--- src/rtl/mem_arbiter_pkg.sv ---
// mem_arb_pkg: shared definitions for the two-port memory arbiter.
//   state_t       - arbiter FSM encoding (IDLE / ISSUE / WAIT)
//   PORT_FETCH    - port id of the instruction-fetch requester
//   PORT_DATA     - port id of the data-access requester
//   is_bad_access - true when the memory cannot complete an access
package mem_arb_pkg;

  typedef enum logic [1:0] {
    IDLE  = 2'd0,
    ISSUE = 2'd1,
    WAIT  = 2'd2
  } state_t;

  localparam logic PORT_FETCH = 1'b0;
  localparam logic PORT_DATA  = 1'b1;

  // Writes must be word aligned. Reads of any alignment are allowed.
  // Every access needs a full word inside the memory, so the highest
  // legal byte address is mem_bytes - 4.
  function automatic logic is_bad_access(input logic        write,
                                         input logic [31:0] addr,
                                         input logic [31:0] mem_bytes);
    return (write && (addr[1:0] != 2'b00)) || (addr > (mem_bytes - 32'd4));
  endfunction

endpackage

--- src/rtl/mem_arbiter_if.sv ---
// mem_arbiter_if: bundles the two requester ports, the shared response
// bus and the command interface of the single-ported memory.
//   slave  - view taken by the arbiter
//   master - view taken by the requesters and the memory around it
interface mem_arbiter_if;

  logic        req0_valid;
  logic        req0_ready;
  logic        req0_write;
  logic [31:0] req0_addr;
  logic [31:0] req0_wdata;

  logic        req1_valid;
  logic        req1_ready;
  logic        req1_write;
  logic [31:0] req1_addr;
  logic [31:0] req1_wdata;

  logic        resp0_valid;
  logic        resp1_valid;
  logic        resp_err;
  logic [31:0] resp_rdata;

  logic        mem_cmd_start;
  logic        mem_cmd_write;
  logic [31:0] mem_addr;
  logic [31:0] mem_wdata;
  logic        mem_cmd_ready;
  logic [31:0] mem_rdata;
  logic        mem_rdata_ready;

  modport slave (
    input  req0_valid, req0_write, req0_addr, req0_wdata,
    input  req1_valid, req1_write, req1_addr, req1_wdata,
    output req0_ready, req1_ready,
    output resp0_valid, resp1_valid, resp_err, resp_rdata,
    output mem_cmd_start, mem_cmd_write, mem_addr, mem_wdata,
    input  mem_cmd_ready, mem_rdata, mem_rdata_ready
  );

  modport master (
    output req0_valid, req0_write, req0_addr, req0_wdata,
    output req1_valid, req1_write, req1_addr, req1_wdata,
    input  req0_ready, req1_ready,
    input  resp0_valid, resp1_valid, resp_err, resp_rdata,
    input  mem_cmd_start, mem_cmd_write, mem_addr, mem_wdata,
    output mem_cmd_ready, mem_rdata, mem_rdata_ready
  );

endinterface

--- src/rtl/mem_arbiter_rr_arbiter2.sv ---
// rr_arbiter2: two-way grant selection for the memory arbiter.
//   clk, rst_n  - clock, asynchronous active-low reset
//   req0, req1  - request present on port 0 / port 1
//   update      - a grant was consumed this cycle; remember it
//   grant       - port id selected (meaningful when grant_valid)
//   grant_valid - at least one port is requesting
module rr_arbiter2
  import mem_arb_pkg::*;
#(
  parameter int FIXED_PRIORITY = 0
) (
  input  logic clk,
  input  logic rst_n,
  input  logic req0,
  input  logic req1,
  input  logic update,
  output logic grant,
  output logic grant_valid
);

  logic last_grant;

  // last_grant resets to the data port so that the fetch port wins the
  // very first tie.
  always_ff @(posedge clk or negedge rst_n) begin
    if (!rst_n) begin
      last_grant <= PORT_DATA;
    end else if (update) begin
      last_grant <= grant;
    end
  end

  // On a tie the fetch port either always wins, or the port that was not
  // served last time gets its turn.
  always_comb begin
    grant_valid = req0 | req1;
    grant       = PORT_FETCH;
    if (req0 && req1) begin
      if (FIXED_PRIORITY != 0) begin
        grant = PORT_FETCH;
      end else begin
        grant = ~last_grant;
      end
    end else if (req1) begin
      grant = PORT_DATA;
    end
  end

endmodule

--- src/rtl/mem_arbiter.sv ---
// mem_arbiter: shares one single-ported memory between the fetch port
// (port 0) and the data port (port 1).
//   clk, rst_n - clock, asynchronous active-low reset
//   bus        - requester handshakes, shared response bus, memory command
//   busy       - an access is in flight (FSM not idle)
// Accesses the memory cannot complete are answered with an error pulse one
// cycle after acceptance and never reach the memory.
module mem_arbiter
  import mem_arb_pkg::*;
#(
  parameter int          FIXED_PRIORITY = 0,
  parameter int unsigned MEM_BYTES      = 8192
) (
  input  logic         clk,
  input  logic         rst_n,
  mem_arbiter_if.slave bus,
  output logic         busy
);

  state_t      state;
  state_t      state_next;
  logic        grant;
  logic        grant_valid;
  logic        accept;
  logic        bad_access;
  logic        done;
  logic        port_id;
  logic        sel_write;
  logic [31:0] sel_addr;
  logic [31:0] sel_wdata;

  rr_arbiter2 #(
    .FIXED_PRIORITY(FIXED_PRIORITY)
  ) u_rr (
    .clk        (clk),
    .rst_n      (rst_n),
    .req0       (bus.req0_valid),
    .req1       (bus.req1_valid),
    .update     (accept),
    .grant      (grant),
    .grant_valid(grant_valid)
  );

  // A request is only taken while idle and while the memory is idle, so a
  // memory left busy by a reset is simply waited out.
  assign accept         = (state == IDLE) && grant_valid && bus.mem_cmd_ready;
  assign bus.req0_ready = accept && (grant == PORT_FETCH);
  assign bus.req1_ready = accept && (grant == PORT_DATA);

  assign sel_write  = (grant == PORT_DATA) ? bus.req1_write : bus.req0_write;
  assign sel_addr   = (grant == PORT_DATA) ? bus.req1_addr  : bus.req0_addr;
  assign sel_wdata  = (grant == PORT_DATA) ? bus.req1_wdata : bus.req0_wdata;
  assign bad_access = is_bad_access(sel_write, sel_addr, 32'(MEM_BYTES));

  assign done = (state == WAIT) && bus.mem_cmd_ready && bus.mem_rdata_ready;
  assign busy = (state != IDLE);

  always_ff @(posedge clk or negedge rst_n) begin
    if (!rst_n) begin
      state <= IDLE;
    end else begin
      state <= state_next;
    end
  end

  // The memory samples cmd_start on the edge that leaves ISSUE, and its
  // completion flags are only trusted from WAIT onwards.
  always_comb begin
    state_next = state;
    case (state)
      IDLE:    if (accept && !bad_access) state_next = ISSUE;
      ISSUE:   state_next = WAIT;
      WAIT:    if (done) state_next = IDLE;
      default: state_next = IDLE;
    endcase
  end

  // Command and response registers. Response pulses and cmd_start default
  // low every cycle so they are single-cycle strobes; err and rdata hold
  // until the next response.
  always_ff @(posedge clk or negedge rst_n) begin
    if (!rst_n) begin
      port_id           <= PORT_FETCH;
      bus.mem_cmd_start <= 1'b0;
      bus.mem_cmd_write <= 1'b0;
      bus.mem_addr      <= '0;
      bus.mem_wdata     <= '0;
      bus.resp0_valid   <= 1'b0;
      bus.resp1_valid   <= 1'b0;
      bus.resp_err      <= 1'b0;
      bus.resp_rdata    <= '0;
    end else begin
      bus.mem_cmd_start <= 1'b0;
      bus.resp0_valid   <= 1'b0;
      bus.resp1_valid   <= 1'b0;
      if (accept) begin
        if (bad_access) begin
          bus.resp0_valid <= (grant == PORT_FETCH);
          bus.resp1_valid <= (grant == PORT_DATA);
          bus.resp_err    <= 1'b1;
          bus.resp_rdata  <= '0;
        end else begin
          port_id           <= grant;
          bus.mem_cmd_start <= 1'b1;
          bus.mem_cmd_write <= sel_write;
          bus.mem_addr      <= sel_addr;
          bus.mem_wdata     <= sel_wdata;
        end
      end
      if (done) begin
        bus.resp0_valid <= (port_id == PORT_FETCH);
        bus.resp1_valid <= (port_id == PORT_DATA);
        bus.resp_err    <= 1'b0;
        bus.resp_rdata  <= bus.mem_cmd_write ? 32'd0 : bus.mem_rdata;
      end
    end
  end

endmodule

--- src/flat_wrapper.sv ---
// flat-port wrapper written by rule: the top's interface ports become plain ports
module mem_arbiter_flat import mem_arb_pkg::*;
#(
  parameter int          FIXED_PRIORITY = 0,
  parameter int unsigned MEM_BYTES      = 8192
)
  (clk, rst_n, busy, bus_req0_valid, bus_req0_write, bus_req0_addr, bus_req0_wdata, bus_req1_valid, bus_req1_write, bus_req1_addr, bus_req1_wdata, bus_req0_ready, bus_req1_ready, bus_resp0_valid, bus_resp1_valid, bus_resp_err, bus_resp_rdata, bus_mem_cmd_start, bus_mem_cmd_write, bus_mem_addr, bus_mem_wdata, bus_mem_cmd_ready, bus_mem_rdata, bus_mem_rdata_ready);
  mem_arbiter_if bus_i ();
  input  logic clk;
  input  logic rst_n;
  output logic busy;
  input wire logic [$bits(bus_i.req0_valid)-1:0] bus_req0_valid;
  input wire logic [$bits(bus_i.req0_write)-1:0] bus_req0_write;
  input wire logic [$bits(bus_i.req0_addr)-1:0] bus_req0_addr;
  input wire logic [$bits(bus_i.req0_wdata)-1:0] bus_req0_wdata;
  input wire logic [$bits(bus_i.req1_valid)-1:0] bus_req1_valid;
  input wire logic [$bits(bus_i.req1_write)-1:0] bus_req1_write;
  input wire logic [$bits(bus_i.req1_addr)-1:0] bus_req1_addr;
  input wire logic [$bits(bus_i.req1_wdata)-1:0] bus_req1_wdata;
  output wire logic [$bits(bus_i.req0_ready)-1:0] bus_req0_ready;
  output wire logic [$bits(bus_i.req1_ready)-1:0] bus_req1_ready;
  output wire logic [$bits(bus_i.resp0_valid)-1:0] bus_resp0_valid;
  output wire logic [$bits(bus_i.resp1_valid)-1:0] bus_resp1_valid;
  output wire logic [$bits(bus_i.resp_err)-1:0] bus_resp_err;
  output wire logic [$bits(bus_i.resp_rdata)-1:0] bus_resp_rdata;
  output wire logic [$bits(bus_i.mem_cmd_start)-1:0] bus_mem_cmd_start;
  output wire logic [$bits(bus_i.mem_cmd_write)-1:0] bus_mem_cmd_write;
  output wire logic [$bits(bus_i.mem_addr)-1:0] bus_mem_addr;
  output wire logic [$bits(bus_i.mem_wdata)-1:0] bus_mem_wdata;
  input wire logic [$bits(bus_i.mem_cmd_ready)-1:0] bus_mem_cmd_ready;
  input wire logic [$bits(bus_i.mem_rdata)-1:0] bus_mem_rdata;
  input wire logic [$bits(bus_i.mem_rdata_ready)-1:0] bus_mem_rdata_ready;
  assign bus_i.req0_valid = bus_req0_valid;
  assign bus_i.req0_write = bus_req0_write;
  assign bus_i.req0_addr = bus_req0_addr;
  assign bus_i.req0_wdata = bus_req0_wdata;
  assign bus_i.req1_valid = bus_req1_valid;
  assign bus_i.req1_write = bus_req1_write;
  assign bus_i.req1_addr = bus_req1_addr;
  assign bus_i.req1_wdata = bus_req1_wdata;
  assign bus_req0_ready = bus_i.req0_ready;
  assign bus_req1_ready = bus_i.req1_ready;
  assign bus_resp0_valid = bus_i.resp0_valid;
  assign bus_resp1_valid = bus_i.resp1_valid;
  assign bus_resp_err = bus_i.resp_err;
  assign bus_resp_rdata = bus_i.resp_rdata;
  assign bus_mem_cmd_start = bus_i.mem_cmd_start;
  assign bus_mem_cmd_write = bus_i.mem_cmd_write;
  assign bus_mem_addr = bus_i.mem_addr;
  assign bus_mem_wdata = bus_i.mem_wdata;
  assign bus_i.mem_cmd_ready = bus_mem_cmd_ready;
  assign bus_i.mem_rdata = bus_mem_rdata;
  assign bus_i.mem_rdata_ready = bus_mem_rdata_ready;
  mem_arbiter #(.FIXED_PRIORITY(FIXED_PRIORITY), .MEM_BYTES(MEM_BYTES)) u_core (.clk(clk), .rst_n(rst_n), .bus(bus_i), .busy(busy));
endmodule
--- config.mk ---
export PLATFORM = sky130hd
export DESIGN_NAME = mem_arbiter_flat
export DESIGN_NICKNAME = d
export VERILOG_FILES = /design/src/rtl/mem_arbiter_pkg.sv /design/src/rtl/mem_arbiter_if.sv /design/src/rtl/mem_arbiter_rr_arbiter2.sv /design/src/rtl/mem_arbiter.sv /design/src/flat_wrapper.sv
export SDC_FILE = /design/constraint.sdc
export NUM_CORES = 1
export LEC_CHECK = 0
export BUFFER_PORTS_ARGS = -buffer_cell sky130_fd_sc_hd__buf_2
export CAP_MARGIN = 10
export CORE_MARGIN = 2
export CORE_UTILIZATION = 40
export DETAILED_ROUTE_END_ITERATION = 8
export PLACE_DENSITY = 0.74
export SYNTH_ARGS = -nofsm -noshare
export SYNTH_HDL_FRONTEND = slang
export SYNTH_SLANG_ARGS = --single-unit
export TNS_END_PERCENT = 30
--- constraint.sdc ---
create_clock -name clk -period 2.5 [get_ports clk]
set_clock_uncertainty 0.1 [all_clocks]
set_input_delay 0.125 -clock clk [delete_from_list [all_inputs] [get_ports clk]]
set_output_delay 0.125 -clock clk [all_outputs]
set_load 0.01 [all_outputs]
==> Word level (Yosys, flattened, before mapping) <==
Index checks and enable logic that the tools add are counted.
{ "word_totals": {"out_inout_bits": 104, "reg_bits": 105, "inputBits": 168, "word_cells": 63} }
{ "classes": {"order_cmp": 1, "muxes": 23, "eq_ne": 4, "reduce_logical": 19, "bitwise": 5} }
{ "ops": {"columns": ["operator", "n"], "rows": [
  ["$mux W32", 6],
  ["$gt A32 B13 Y1 const B", 1],
  ["$mux W1", 14],
  ["$logic_and A1 B1 Y1", 9],
  ["$reduce_bool A2 Y1", 4],
  ["$pmux W2 S3", 1],
  ["$reduce_and A2 Y1", 3],
  ["$mux W2", 2],
  ["$not A1 Y1", 4],
  ["$eq A2 B1 Y1 const B", 1],
  ["$eq A2 B2 Y1 const B", 1],
  ["$logic_not A2 Y1", 1],
  ["$ne A2 B1 Y1 const B", 1],
  ["$ne A2 B2 Y1 const B", 1],
  ["$logic_not A1 Y1", 1],
  ["$logic_or A1 B1 Y1", 1],
  ["$or A1 B1 Y1", 1]
]} }

==> Logic depth before layout (Yosys ltp) <==
Gate-level depths: netlist (run 1).
{ "depth": {"ltp_word": 10, "ltp_mapped": 7, "depth_no_buf": 5} }

==> Hierarchy <==
From an unflattened synthesis (run 1), not the netlist that was laid out.
{ "hier_totals": {"hier_cells": 320, "hier_area_um2": 4743.3} }
{ "by_module_without_submodules": {"columns": ["mod", "seq_area_each_um2", "n_inst", "area_per_inst_um2", "cells_each"], "rows": [
  ["mem_arbiter", 2602.5, 1, 4684.5, 316],
  ["rr_arbiter2", 26.3, 1, 58.8, 4]
]} }

==> Worst setup path before layout (run 1) <==
OpenSTA, ideal clock, no wires.
{ "synth_path": {"path_type": "register to register", "startpoint": "register u_core.u_rr.last_grant", "endpoint": "register u_core.bus.mem_wdata[24]", "t_required_ps": 2275, "setup_slack_ps": 643, "stages_incl_launch_ff": 6, "setup_time_ps": 125, "arrival_ps": 1632, "synth_period_minus_slack_ps": 1857, "n_path_buf": 2, "cell_sequence": "dfstp_2 a21boi_2 buf_2 buf_2 mux2_2 mux2_2"} }
{ "synth_via": {"elab_chain_len": 8, "elab_cells_between_ends": 11, "classes_between": "order compare (1); mux (4); bitwise (2); reduce/logical (4)"} }
{ "synth_rtl": {"columns": ["element", "line_no", "rtl"], "rows": [
  ["start: declaration", "mem_arbiter_rr_arbiter2.sv:21", "logic last_grant;"],
  ["start signal: assignment", "mem_arbiter_rr_arbiter2.sv:29", "last_grant <= grant;"],
  ["$not A1 Y1 *", "mem_arbiter_rr_arbiter2.sv:42", "grant = ~last_grant;"],
  ["$mux W1 *", "mem_arbiter_rr_arbiter2.sv:38", "if (req0 && req1) begin"],
  ["branches (longest 6 deep; another with $gt A32 B13 Y1)", null, null],
  ["end signal: assignment", "mem_arbiter.sv:107", "bus.mem_wdata <= sel_wdata;"],
  ["end: declaration", "mem_arbiter_if.sv:37", "output mem_cmd_start, mem_cmd_write, mem_addr, mem_wdata,"]
]} }
Every way passes the cells marked *.
A chain may end at the register's enable or synchronous reset.

==> Worst setup path in the final report (run 1) <==
{ "layout_path": {"startpoint": "register u_core.state[0]", "endpoint": "register u_core.bus.mem_addr[3]"} }
{ "layout_via": {"elab_chain_len": 4} }
{ "layout_rtl": {"columns": ["element", "line_no", "rtl"], "rows": [
  ["start: declaration", "mem_arbiter.sv:20", "state_t state;"],
  ["start signal: assignment", "mem_arbiter.sv:62", "state <= state_next;"],
  ["$logic_not A2 Y1", "mem_arbiter.sv:46", "assign accept = (state == IDLE) && grant_valid && bus.mem_cmd_ready;"],
  ["$logic_and A1 B1 Y1 (2 in a row)", "mem_arbiter.sv:46", null],
  ["$reduce_and A2 Y1 (no line)", null, null],
  ["end signal: assignment", "mem_arbiter.sv:106", "bus.mem_addr <= sel_addr;"],
  ["end: declaration", "mem_arbiter_if.sv:37", null]
]} }
Every way passes these cells.

==> run metrics, run 1 <==
run status=completed; fraction of the mapped netlist area in simple logic gates=a little under a tenth; wire length per cell after detailed routing=approximately 16 um; DR DRC count=0; post_cts resized=0; sequential-to-total area share from yosys stat=approximately 56%; leading cell types in the layout, fill and taps excluded=sky130_fd_sc_hd__buf_2 (270), sky130_fd_sc_hd__dfrtp_1 (104), sky130_fd_sc_hd__mux2_2 (93); element type at the critical path start=flop; Final Hold Viols=0; Slew Viols, Final=0; number of violations of the max-capacitance limit=0; setup repair after global routing missed its margin=no; root buf cell=sky130_fd_sc_hd__clkbuf_16; antenna fix cells=0; cell type with the highest aggregate area in the netlist=sky130_fd_sc_hd__dfrtp_1; routability congestion estimate=0.878; slowest stage cell, crit path=sky130_fd_sc_hd__dfrtp_1; Fin Setup TNS=0 ns; first-pass iteration count of the detailed router=4; number of distinct standard cells referenced by the synthesized netlist=31; number of global-route vias before repair=around 4,300; Critical Path RT=2.62 ns; initial detailed-routing violation count=roughly 260; number of enable flip-flop cells after synthesis=0; synthesis-to-finish area growth=44.9%; horizontal die dimension=113 um; Least-Margin Pin Slew=between 1 and 1.5 ns; Placement Rows=39; most frequent standard cell in the layout excluding fill and tap cells=sky130_fd_sc_hd__buf_2; total CTS buffers=9; Synth top area share=approximately 55%; worst endpoint data arrival time=2.18 ns; Detail Route Antenna Nets=0; starting density of the core=41.2%; combinational family with the most area after synthesis=multiplexers; post-synthesis share of cell area spent on full adders, half adders and majority gates=0%; Port-buffer cells=271; wire length of the first global-routing pass=21.2 mm; number of antenna violations at the first check in global routing=0; Overflow after GRT=0; highest net fanout along the worst path=32; worst vdd ir=around 0.00032 V; origin of the critical flop-to-flop path=u_core.state[0]; Via Count=between 4,000 and 5,000; IO Pins=between 200 and 300; Final period util=between 80% and 90%; time the worst path needs with I/O delays and setup=2.06 ns; total of warnings raised by yosys=0; Synthesized Nets=555; path category of the worst min-delay check=in -> reg; post-detail-place hpwl=roughly 9.6 mm; die height=between 100 and 150 um; static leakage=3.85 nW; xor-xnor portion of the synthesized cell area=less than 1%; clock tree from TritonCTS=done; cell area after synthesis=4730 um^2; detailed-route vias per instance=4.97; drt total wl=13.5 mm; fraction of registers with async set or reset after synthesis=100%; Max H-tree Level=3; #FFs+latches synth=about 110; share of the synthesized area in compound gates (AO/OA/AOI/OAI)=around 7.6%; least setup slack across all paths after layout=roughly 0.44 ns; share of cell area taken by muxes after synthesis=roughly 22%; dominant register cell in the synthesized netlist=sky130_fd_sc_hd__dfrtp_1; clock input transition at the sequential cells of the worst setup and hold paths=~0.06 ns; Setup CP Type=reg -> reg; sort of element at the end of the critical path=flop; area enclosed by the die boundary=approximately 13,000 um^2; Slew Limit Headroom=21.8%; clock latency at the later pin of the worst-skew pair=between 0.3 and 0.4 ns; final count of negative-setup-slack endpoints=0; mean instance size in the synthesized netlist=around 12 um^2; fraction of layout cells with a size suffix above 1=56.6%; Post-Place Setup Slack=between 0.4 and 0.5 ns; crit-path cells=nor2b_1, o211ai_1, nand3b_2, buf_4, mux2_2; Core ar.=~11,000 um^2; worst-case clock buffer depth=2; Max Clk Rate=a little under 0.5 GHz; count of nets after finishing=roughly 850; total power density per cell area=543 nW/um^2; clock sink count=about 110; source of the worst hold timing path=bus_req0_wdata[20]; global-route usage over all layers=between 20% and 30%; CP peak stage delay=~0.40 ns; critical path launch point=u_core.state[0]; Area contributors post-synth=sky130_fd_sc_hd__dfrtp_1 (55%), sky130_fd_sc_hd__mux2_2 (22%), sky130_fd_sc_hd__o32ai_1 (5.9%); largest net degree at the start of global routing=66; Mapped Cells=roughly 390
cells in the mapped netlist, types with 2 or more instances:
| library cell | count |
|---|---|
| sky130_fd_sc_hd__o32ai_1 | 32 |
| sky130_fd_sc_hd__o21ai_0 | 2 |
| sky130_fd_sc_hd__nand3_1 | 4 |
| sky130_fd_sc_hd__and2_1 | 19 |
| sky130_fd_sc_hd__nor4_1 | 10 |
| sky130_fd_sc_hd__nor3_1 | 2 |
| sky130_fd_sc_hd__mux2_2 | 93 |
| sky130_fd_sc_hd__clkbuf_1 | 14 |
| sky130_fd_sc_hd__buf_2 | 11 |
| sky130_fd_sc_hd__nand2_1 | 33 |
| sky130_fd_sc_hd__nor2b_1 | 2 |
| sky130_fd_sc_hd__nor2_1 | 4 |
| sky130_fd_sc_hd__dfrtp_1 | 104 |
| sky130_fd_sc_hd__nand4_1 | 6 |
| sky130_fd_sc_hd__inv_1 | 35 |
metal layers:
metal	up-vias	GRT usage, %	wire length (um)
li1	1958	-	-
met4	0	6.42	159
met3	14	4.02	965
met5	-	0	0
met1	1973	27.1	5560
met2	178	35.2	6800
final cells by class:
type	count	area, um^2
tap	143	179
sequential	105	2630
multi-input combinational	221	1870
clock buffer	14	264
inverter	35	131
timing repair buffer	312	1780
fill	952	4610
where the power goes:
group	leakage (nW)	internal (mW)	switching, mW	total, mW
clock	0.129	0.721	0.561	1.28
sequential	1.44	1.77	0.0405	1.81
combinational	2.28	0.329	0.301	0.630
logic make-up after synthesis:
family / count (synthesis)
and+or+nand+nor: 84
AOI/OAI and AO/OA: 42
buffers and inverters: 61
xor gates and xnor gates: 1
muxes: 94
DFF: 105
what timing repair did:
item                      4_1_cts  5_1_grt
setup buffers                   0        0
hold buffers                   34        0
hold endpoints to repair       74        0
path summary, 6_finish.rpt:
path / to / slack, ns / cells after the start
hold reg to reg: u_core.bus.mem_addr[25] / 0.38 / 1
min in group asynchronous: u_core.bus.mem_wdata[10] / 0.24 / 2
setup / recovery: u_core.bus.mem_addr[3] / 0.44 / 5
hold / removal: u_core.bus.mem_wdata[20] / 0.04 / 3
setup reg to reg: u_core.bus.mem_addr[3] / 0.44 / 5
max in group asynchronous: u_core.u_rr.last_grant / 1.25 / 3
sequential cells by signal, summed over array words and instances, names as in the netlist:
name,cells
u_core.bus.mem_wdata,32
u_core.state,2
u_core.u_rr.last_grant,1
u_core.bus.resp_rdata,32
u_core.bus.mem_cmd_start,1
u_core.bus.resp1_valid,1
u_core.bus.mem_cmd_write,1
u_core.bus.resp0_valid,1
u_core.bus.resp_err,1
u_core.bus.mem_addr,32
u_core.port_id,1
critical path, delay by kind of cell (launching register included):
family | cells | cell delay [ns]
compound gates | 1 | 0.30
buf+inv | 1 | 0.26
flops | 1 | 0.40
mux | 1 | 0.30
simple gates | 2 | 0.58
per-stage QoR:
step | area (um^2) | utilization (%) | cells | total power [mW] | hold WS, ns
2_1_floorplan | 4730 | - | 387 | 2.12 | -0.271
3_3_place_gp | 6250 | 54.5 | 782 | 2.41 | 0.0471
3_5_place_dp | 6250 | 54.5 | 782 | 2.43 | 0.0425
4_1_cts | 6850 | 59.8 | 830 | 3.76 | 0.0319
5_1_grt | 6850 | 59.8 | 830 | 3.90 | 0.0492
6_report | 6850 | 59.8 | 830 | 3.72 | 0.0438
(Power assumes the default switching activity.)
==> run 2: changes to the inputs <==
Clock period 2.5 ns to 2.03 ns, I/O delays scaled along.
==> run 2 against run 1 <==
Power rose by 30%. Clock power rose by 40%. Via count rose by 1.4%. Combinational power rose by 27%. Sequential power rose by 23%. Wire length rose by 4.2%. Fmax rose by 4.9%. Worst hold slack got worse by 0.031 ns. Sequential cell count did not move. Count of clock-buffer cells in the layout did not move. Core utilization rose by 1.2 points. Critical path type unchanged.
==> run metrics, run 2 (same netlist as run 1, synthesis figures left out) <==
DR DRC count=0 (unchanged); Sequential Power Share=46.2% (-2.5 points); time the worst path needs with I/O delays and setup=1.96 ns (-0.0954 ns); Port-buffer cells=271 (unchanged); Layout Cells excl Fill=836 (+0.72%); global-route usage over all layers=22.3% (+1.6 points); synthesis-to-finish area growth=47.9%; total CTS buffers=9 (unchanged); first-pass iteration count of the detailed router=5 (+1); Max Clk Rate=0.509 GHz (+4.9%); post-detail-place hpwl=10.3 mm (+6.4%); detailed-route vias per instance=5.00 (+0.68%); total instance count after detailed placement=787 (+0.64%); wire length of the first global-routing pass=22.3 mm (+5.2%); Least-Margin Pin Slew=0.645 ns (-0.528 ns); run status=completed; most frequent standard cell in the layout excluding fill and tap cells=sky130_fd_sc_hd__buf_2; static leakage=3.91 nW (+1.6%); fraction of layout cells with a size suffix above 1=57.7% (+1.1 points); largest net degree at the start of global routing=67 (+1.5%); Final period util=96.7% (+14 points); antenna fix cells=0 (unchanged); share of power burned in the clock network=37.2% (+2.8 points); Slew Viols, Final=0 (unchanged); drt total wl=14.1 mm (+4.2%); Core ar.=11,500 um^2 (unchanged); horizontal die dimension=113 um (unchanged); path category of the worst min-delay check=in -> reg; Critical Path RT=2.16 ns (-0.46 ns); die height=113 um (unchanged); number of global-route vias before repair=4,464 (+4.9%); registers with the most flip-flops=u_core.bus.mem_addr x32, u_core.bus.mem_wdata x32, u_core.bus.resp_rdata x32; leading cell types in the layout, fill and taps excluded=sky130_fd_sc_hd__buf_2 (270), sky130_fd_sc_hd__dfrtp_1 (103), sky130_fd_sc_hd__mux2_2 (93); net switching power=1.17 mW (+29%); area enclosed by the die boundary=12,700 um^2 (unchanged); number of buffers inserted by post-CTS setup repair=0 (unchanged); power share of the combinational group=16.6% (-0.3 points); number of antenna violations at the first check in global routing=0 (unchanged); initial detailed-routing violation count=325 (+23%); Setup CP Type=reg -> reg; Final Hold Viols=0 (unchanged); Overflow after GRT=0 (unchanged); clock latency at the later pin of the worst-skew pair=0.34 ns (about the same); number of violations of the max-capacitance limit=0 (unchanged); clock tree from TritonCTS=done; root buf cell=sky130_fd_sc_hd__clkbuf_16; count of nets after finishing=856 (+0.47%); Slew Limit Headroom=57.0% (+35 points); worst vdd ir=0.000540 V (+71%); Via Count=4,181 (+1.4%); total power density per cell area=690 nW/um^2 (+27%); design internal power=3.66 mW (+30%); cells on worst reg2reg path=6 (+1); element type at the critical path start=flop; highest net fanout along the worst path=30 (-6.3%); Placement Rows=39 (unchanged); IO Pins=272 (unchanged); routability congestion estimate=0.879 (+0.10%); sw frac=24.2% (-0.031 points); starting density of the core=41.2% (unchanged); Detail Route Antenna Nets=0 (unchanged); clock input transition at the sequential cells of the worst setup and hold paths=0.07 ns (about the same); worst-case clock buffer depth=2 (unchanged); Max H-tree Level=3 (unchanged); setup repair after global routing missed its margin=yes; cell count of the worst hold path=3 (unchanged); clock sink count=105 (unchanged); sort of element at the end of the critical path=flop; wire length per cell after detailed routing=16.8 um (+3.5%); worst endpoint data arrival time=2.09 ns (-0.09 ns); setup slack of the worst register-to-register path=0.07 ns (-0.37 ns); final count of negative-setup-slack endpoints=0 (unchanged); post-route total power=4.83 mW (+30%)
run 2: power by group through the flow:
| stage | Sequential, mW | Combinational, mW | Clock (mW) |
|---|---|---|---|
| after global routing | 2.24 | 0.879 | 1.92 |
| final | 2.23 | 0.801 | 1.79 |
| after floorplan | 2.30 | 0.312 | 0 |
| after detailed placement | 2.27 | 0.745 | 0 |
| after CTS | 2.23 | 0.801 | 1.83 |
| after global placement | 2.27 | 0.721 | 0 |
run 2: worst paths after layout:
kind                                             start                         to
worst min register to register          u_core.port_id     u_core.bus.resp0_valid
min in group asynchronous                        rst_n  u_core.bus.resp_rdata[12]
worst min-delay path                bus_req0_wdata[20]   u_core.bus.mem_wdata[20]
max in group asynchronous                        rst_n  u_core.bus.resp_rdata[18]
worst max register to register  u_core.u_rr.last_grant    u_core.bus.mem_wdata[9]
worst max-delay path            u_core.u_rr.last_grant    u_core.bus.mem_wdata[9]
run 2: layout make-up:
class,count,area (um^2)
Sequential cell,105,2630
Tap cell,143,179
Timing Repair Buffer,316,1850
Clock buffer,14,274
Inverter,35,131
Clock inverter,2,35.0
Multi-Input combinational cell,221,1890
Fill cell,911,4470
run 2: per-layer routing:
layer  track usage (%)  share of wire (%)
met4              7.89                2.0
met2              39.4                 52
met5                 0                  0
met3              5.14                7.3
met1              26.7                 39
run 2: stage by stage:
step           worst slack (ns)  area (um^2)  setup TNS, ns  hold WS (ns)  util [%]
6_report                 0.0672         6990              0        0.0131      61.0
5_1_grt                -0.00282         6990       -0.00544        0.0148      61.0
4_1_cts                  0.0240         6980              0       0.00121      60.9
3_5_place_dp            -0.0354         6320         -0.341      -0.00779      55.1
3_3_place_gp            -0.0214         6320         -0.215       -0.0147      55.1
2_1_floorplan             0.173         4730              0        -0.294         -
run 2: repair_timing:
item,CTS,global route
endpoints found under the hold margin,64,0
resized for setup,3,4
endpoints found under the setup margin,39,16
pin swaps,1,0
hold buffers,33,0
run 2: worst max-delay path, cell delays in order (launching register included):
cell	delay (ns)
sky130_fd_sc_hd__dfstp_2	0.56
sky130_fd_sc_hd__a21boi_4	0.10
sky130_fd_sc_hd__nand3b_1	0.21
sky130_fd_sc_hd__o22ai_4	0.24
sky130_fd_sc_hd__nand3b_4	0.14
sky130_fd_sc_hd__buf_12	0.19
sky130_fd_sc_hd__mux2_2	0.29
==> run 3: changes to the inputs <==
--- a/config.mk
+++ b/config.mk
@@ -11,5 +11,5 @@
 export CORE_UTILIZATION = 40
 export DETAILED_ROUTE_END_ITERATION = 8
-export PLACE_DENSITY = 0.74
+export PLACE_DENSITY_LB_ADDON = 0.12
 export SYNTH_ARGS = -nofsm -noshare
 export SYNTH_HDL_FRONTEND = slang
==> constraint.sdc (replaced) <==
create_clock -name clk -period 2.03 [get_ports clk]
set_clock_uncertainty 0.1 [all_clocks]
set_input_delay 0.406 -clock clk [delete_from_list [all_inputs] [get_ports clk]]
set_output_delay 0.406 -clock clk [all_outputs]
set_load 0.01 [all_outputs]
==> run 3 against run 2 <==
Worst hold slack gained 0.20 ns. Largest power group unchanged. Sequential share of layout area grew 1.1 points. Final cell count shrank 2.5%. Die area is the same. Sequential cell count is the same. Sequential power is essentially flat. Global-route usage shrank 2.9 points. Non-clock buffer count shrank 20. Register-to-register slack gained 0.02 ns. Combinational power shrank 3.1%.
==> run metrics, run 3 (same netlist as run 1, synthesis figures left out) <==
run status=completed; Layout Cells excl Fill=815 (-2.5%); horizontal die dimension=113 um (unchanged); least setup slack across all paths after layout=0.0566 ns (-0.0106 ns); Least-Margin Pin Slew=0.422 ns (-0.223 ns); total CTS buffers=9 (unchanged); wire length of the first global-routing pass=19.6 mm (-12%); clock sink count=105 (unchanged); number of antenna violations at the first check in global routing=0 (unchanged); area enclosed by the die boundary=12,700 um^2 (unchanged); worst vdd ir=0.000454 V (-16%); static leakage=3.84 nW (-1.7%); routability congestion estimate=0.777 (-12%); post-detail-place hpwl=9.64 mm (-6.1%); Final Hold Viols=0 (unchanged); final count of negative-setup-slack endpoints=0 (unchanged); Post-Place Setup Slack=-0.162 ns (-0.126 ns); Core ar.=11,500 um^2 (unchanged); Port-buffer cells=271 (unchanged); worst endpoint data arrival time=1.47 ns (-0.62 ns); net switching power=1.14 mW (-2.7%); path category of the worst min-delay check=in -> reg; total area of multi-input combinational cells=1900 um^2 (+0.20%); clock tree from TritonCTS=done; detailed-route vias per instance=4.87 (-2.6%); leading cell types in the layout, fill and taps excluded=sky130_fd_sc_hd__buf_2 (270), sky130_fd_sc_hd__dfrtp_1 (104), sky130_fd_sc_hd__mux2_2 (93); fraction of layout cells with a size suffix above 1=61.3% (+3.6 points); worst-case clock buffer depth=2 (unchanged); number of violations of the max-capacitance limit=0 (unchanged); synthesis-to-finish area growth=43.6%; starting density of the core=41.2% (unchanged); global-route usage over all layers=19.4% (-2.9 points); registers with the most flip-flops=u_core.bus.mem_addr x32, u_core.bus.mem_wdata x32, u_core.bus.resp_rdata x32; highest net fanout along the worst path=4 (-87%); initial detailed-routing violation count=258 (-21%); sw frac=23.9% (-0.26 points); sequential cell area=2630 um^2 (about the same); root buf cell=sky130_fd_sc_hd__clkbuf_16; first-pass iteration count of the detailed router=4 (-1); Via Count=3,971 (-5.0%); Critical Path RT=1.52 ns (-0.64 ns); Sequential Power Share=47.0% (+0.8 points); Setup CP Type=reg -> out; element type at the critical path start=flop; total power density per cell area=699 nW/um^2 (+1.2%); Slew Limit Headroom=71.9% (+15 points); sort of element at the end of the critical path=primary output; Detail Route Antenna Nets=0 (unchanged); Max H-tree Level=3 (unchanged); antenna fix cells=0 (unchanged); design internal power=3.61 mW (-1.3%); largest net degree at the start of global routing=49 (-27%); clock latency at the later pin of the worst-skew pair=0.34 ns (about the same); Slew Viols, Final=0 (unchanged); total instance count after detailed placement=795 (+1.0%); fill cell count=997 (+9.4%); number of global-route vias before repair=3,999 (-10%); Placement Rows=39 (unchanged); Overflow after GRT=0 (unchanged); clock input transition at the sequential cells of the worst setup and hold paths=0.06 ns (about the same); Final period util=97.2% (+0.52 points); share of power burned in the clock network=36.7% (-0.5 points); DR DRC count=0 (unchanged); drt total wl=12.5 mm (-11%); die height=113 um (unchanged); IO Pins=272 (unchanged); wire length per cell after detailed routing=15.4 um (-8.6%); time the worst path needs with I/O delays and setup=1.97 ns (+0.0106 ns); power share of the combinational group=16.4% (-0.2 points); count of nets after finishing=836 (-2.3%); most frequent standard cell in the layout excluding fill and tap cells=sky130_fd_sc_hd__buf_2; Max Clk Rate=0.507 GHz (-0.54%)
-- run 3: changes by cell type in the layout (fill, tap and decap cells not counted), sizes merged --
cell	previous run	this run
buf	283	295
clkbuf	14	13
clkinv	1	0
clkinvlp	0	1
dlygate4sd3	33	1
-- run 3: cell type report --
type,instances,area share (%)
clock buffer,13,3.83
timing repair buffer,296,24.4
tap,143,2.63
sequential,105,38.7
multi-input combinational,221,27.9
inverter,35,1.93
clock inverter,2,0.553
-- run 3: critical path, stage by stage, from the launching register on --
cell and delay (ns):
sky130_fd_sc_hd__dfrtp_1 0.39, sky130_fd_sc_hd__nor2b_2 0.13, sky130_fd_sc_hd__o211ai_1 0.14, sky130_fd_sc_hd__buf_4 0.19, sky130_fd_sc_hd__nor2_2 0.13, sky130_fd_sc_hd__buf_2 0.16
-- run 3: path summary, 6_finish.rpt --
check,start,end,slack (ns),cells after the start
setup / recovery,u_core.state[0],bus_req0_ready,0.06,5
hold / removal,bus_mem_rdata[0],u_core.bus.resp_rdata[0],0.22,3
setup reg to reg,u_core.u_rr.last_grant,u_core.bus.mem_wdata[14],0.09,6
hold reg to reg,u_core.port_id,u_core.bus.resp0_valid,0.38,1
max in group asynchronous,rst_n,u_core.bus.resp_rdata[25],0.68,3
min in group asynchronous,rst_n,u_core.bus.resp1_valid,0.48,2
-- run 3: routing by layer --
layer	routed length (um)	track usage (%)	part of all wire (%)	vias up
li1	-	-	-	1927
met1	5240	24.1	42	1881
met2	6110	32.5	49	147
met3	942	5.03	7.5	16
met4	230	7.97	1.8	0
met5	0	0	0	-
-- run 3: timing repair --
action / CTS / global route
resized for setup: 2 / 6
endpoints found under the setup margin: 2 / 12
hold endpoints to repair: 27 / 0
hold buffers: 1 / 0
pin swaps: 2 / 2
buffers inserted: 3 / 1
-- run 3: through the flow --
| stage | hold slack [ns] | setup TNS (ns) | util [%] | area, um^2 | total power [mW] |
|---|---|---|---|---|---|
| 3_3_place_gp | 0.261 | -5.10 | 55.9 | 6410 | 3.00 |
| 3_5_place_dp | 0.273 | -7.73 | 55.9 | 6410 | 3.02 |
| 6_report | 0.216 | 0 | 59.2 | 6790 | 4.75 |
| 4_1_cts | 0.200 | 0 | 58.9 | 6760 | 4.81 |
| 2_1_floorplan | 0.0104 | 0 | - | 4730 | 2.62 |
| 5_1_grt | 0.209 | -0.0190 | 59.2 | 6790 | 4.97 |
-- run 3: power by group through the flow --
| stage | registers (mW) | clock network [mW] | logic, mW |
|---|---|---|---|
| final | 2.23 | 1.74 | 0.776 |
| after global routing | 2.24 | 1.89 | 0.849 |
| after CTS | 2.23 | 1.80 | 0.775 |
| after detailed placement | 2.27 | 0 | 0.755 |
| after global placement | 2.26 | 0 | 0.740 |
| after floorplan | 2.30 | 0 | 0.312 |
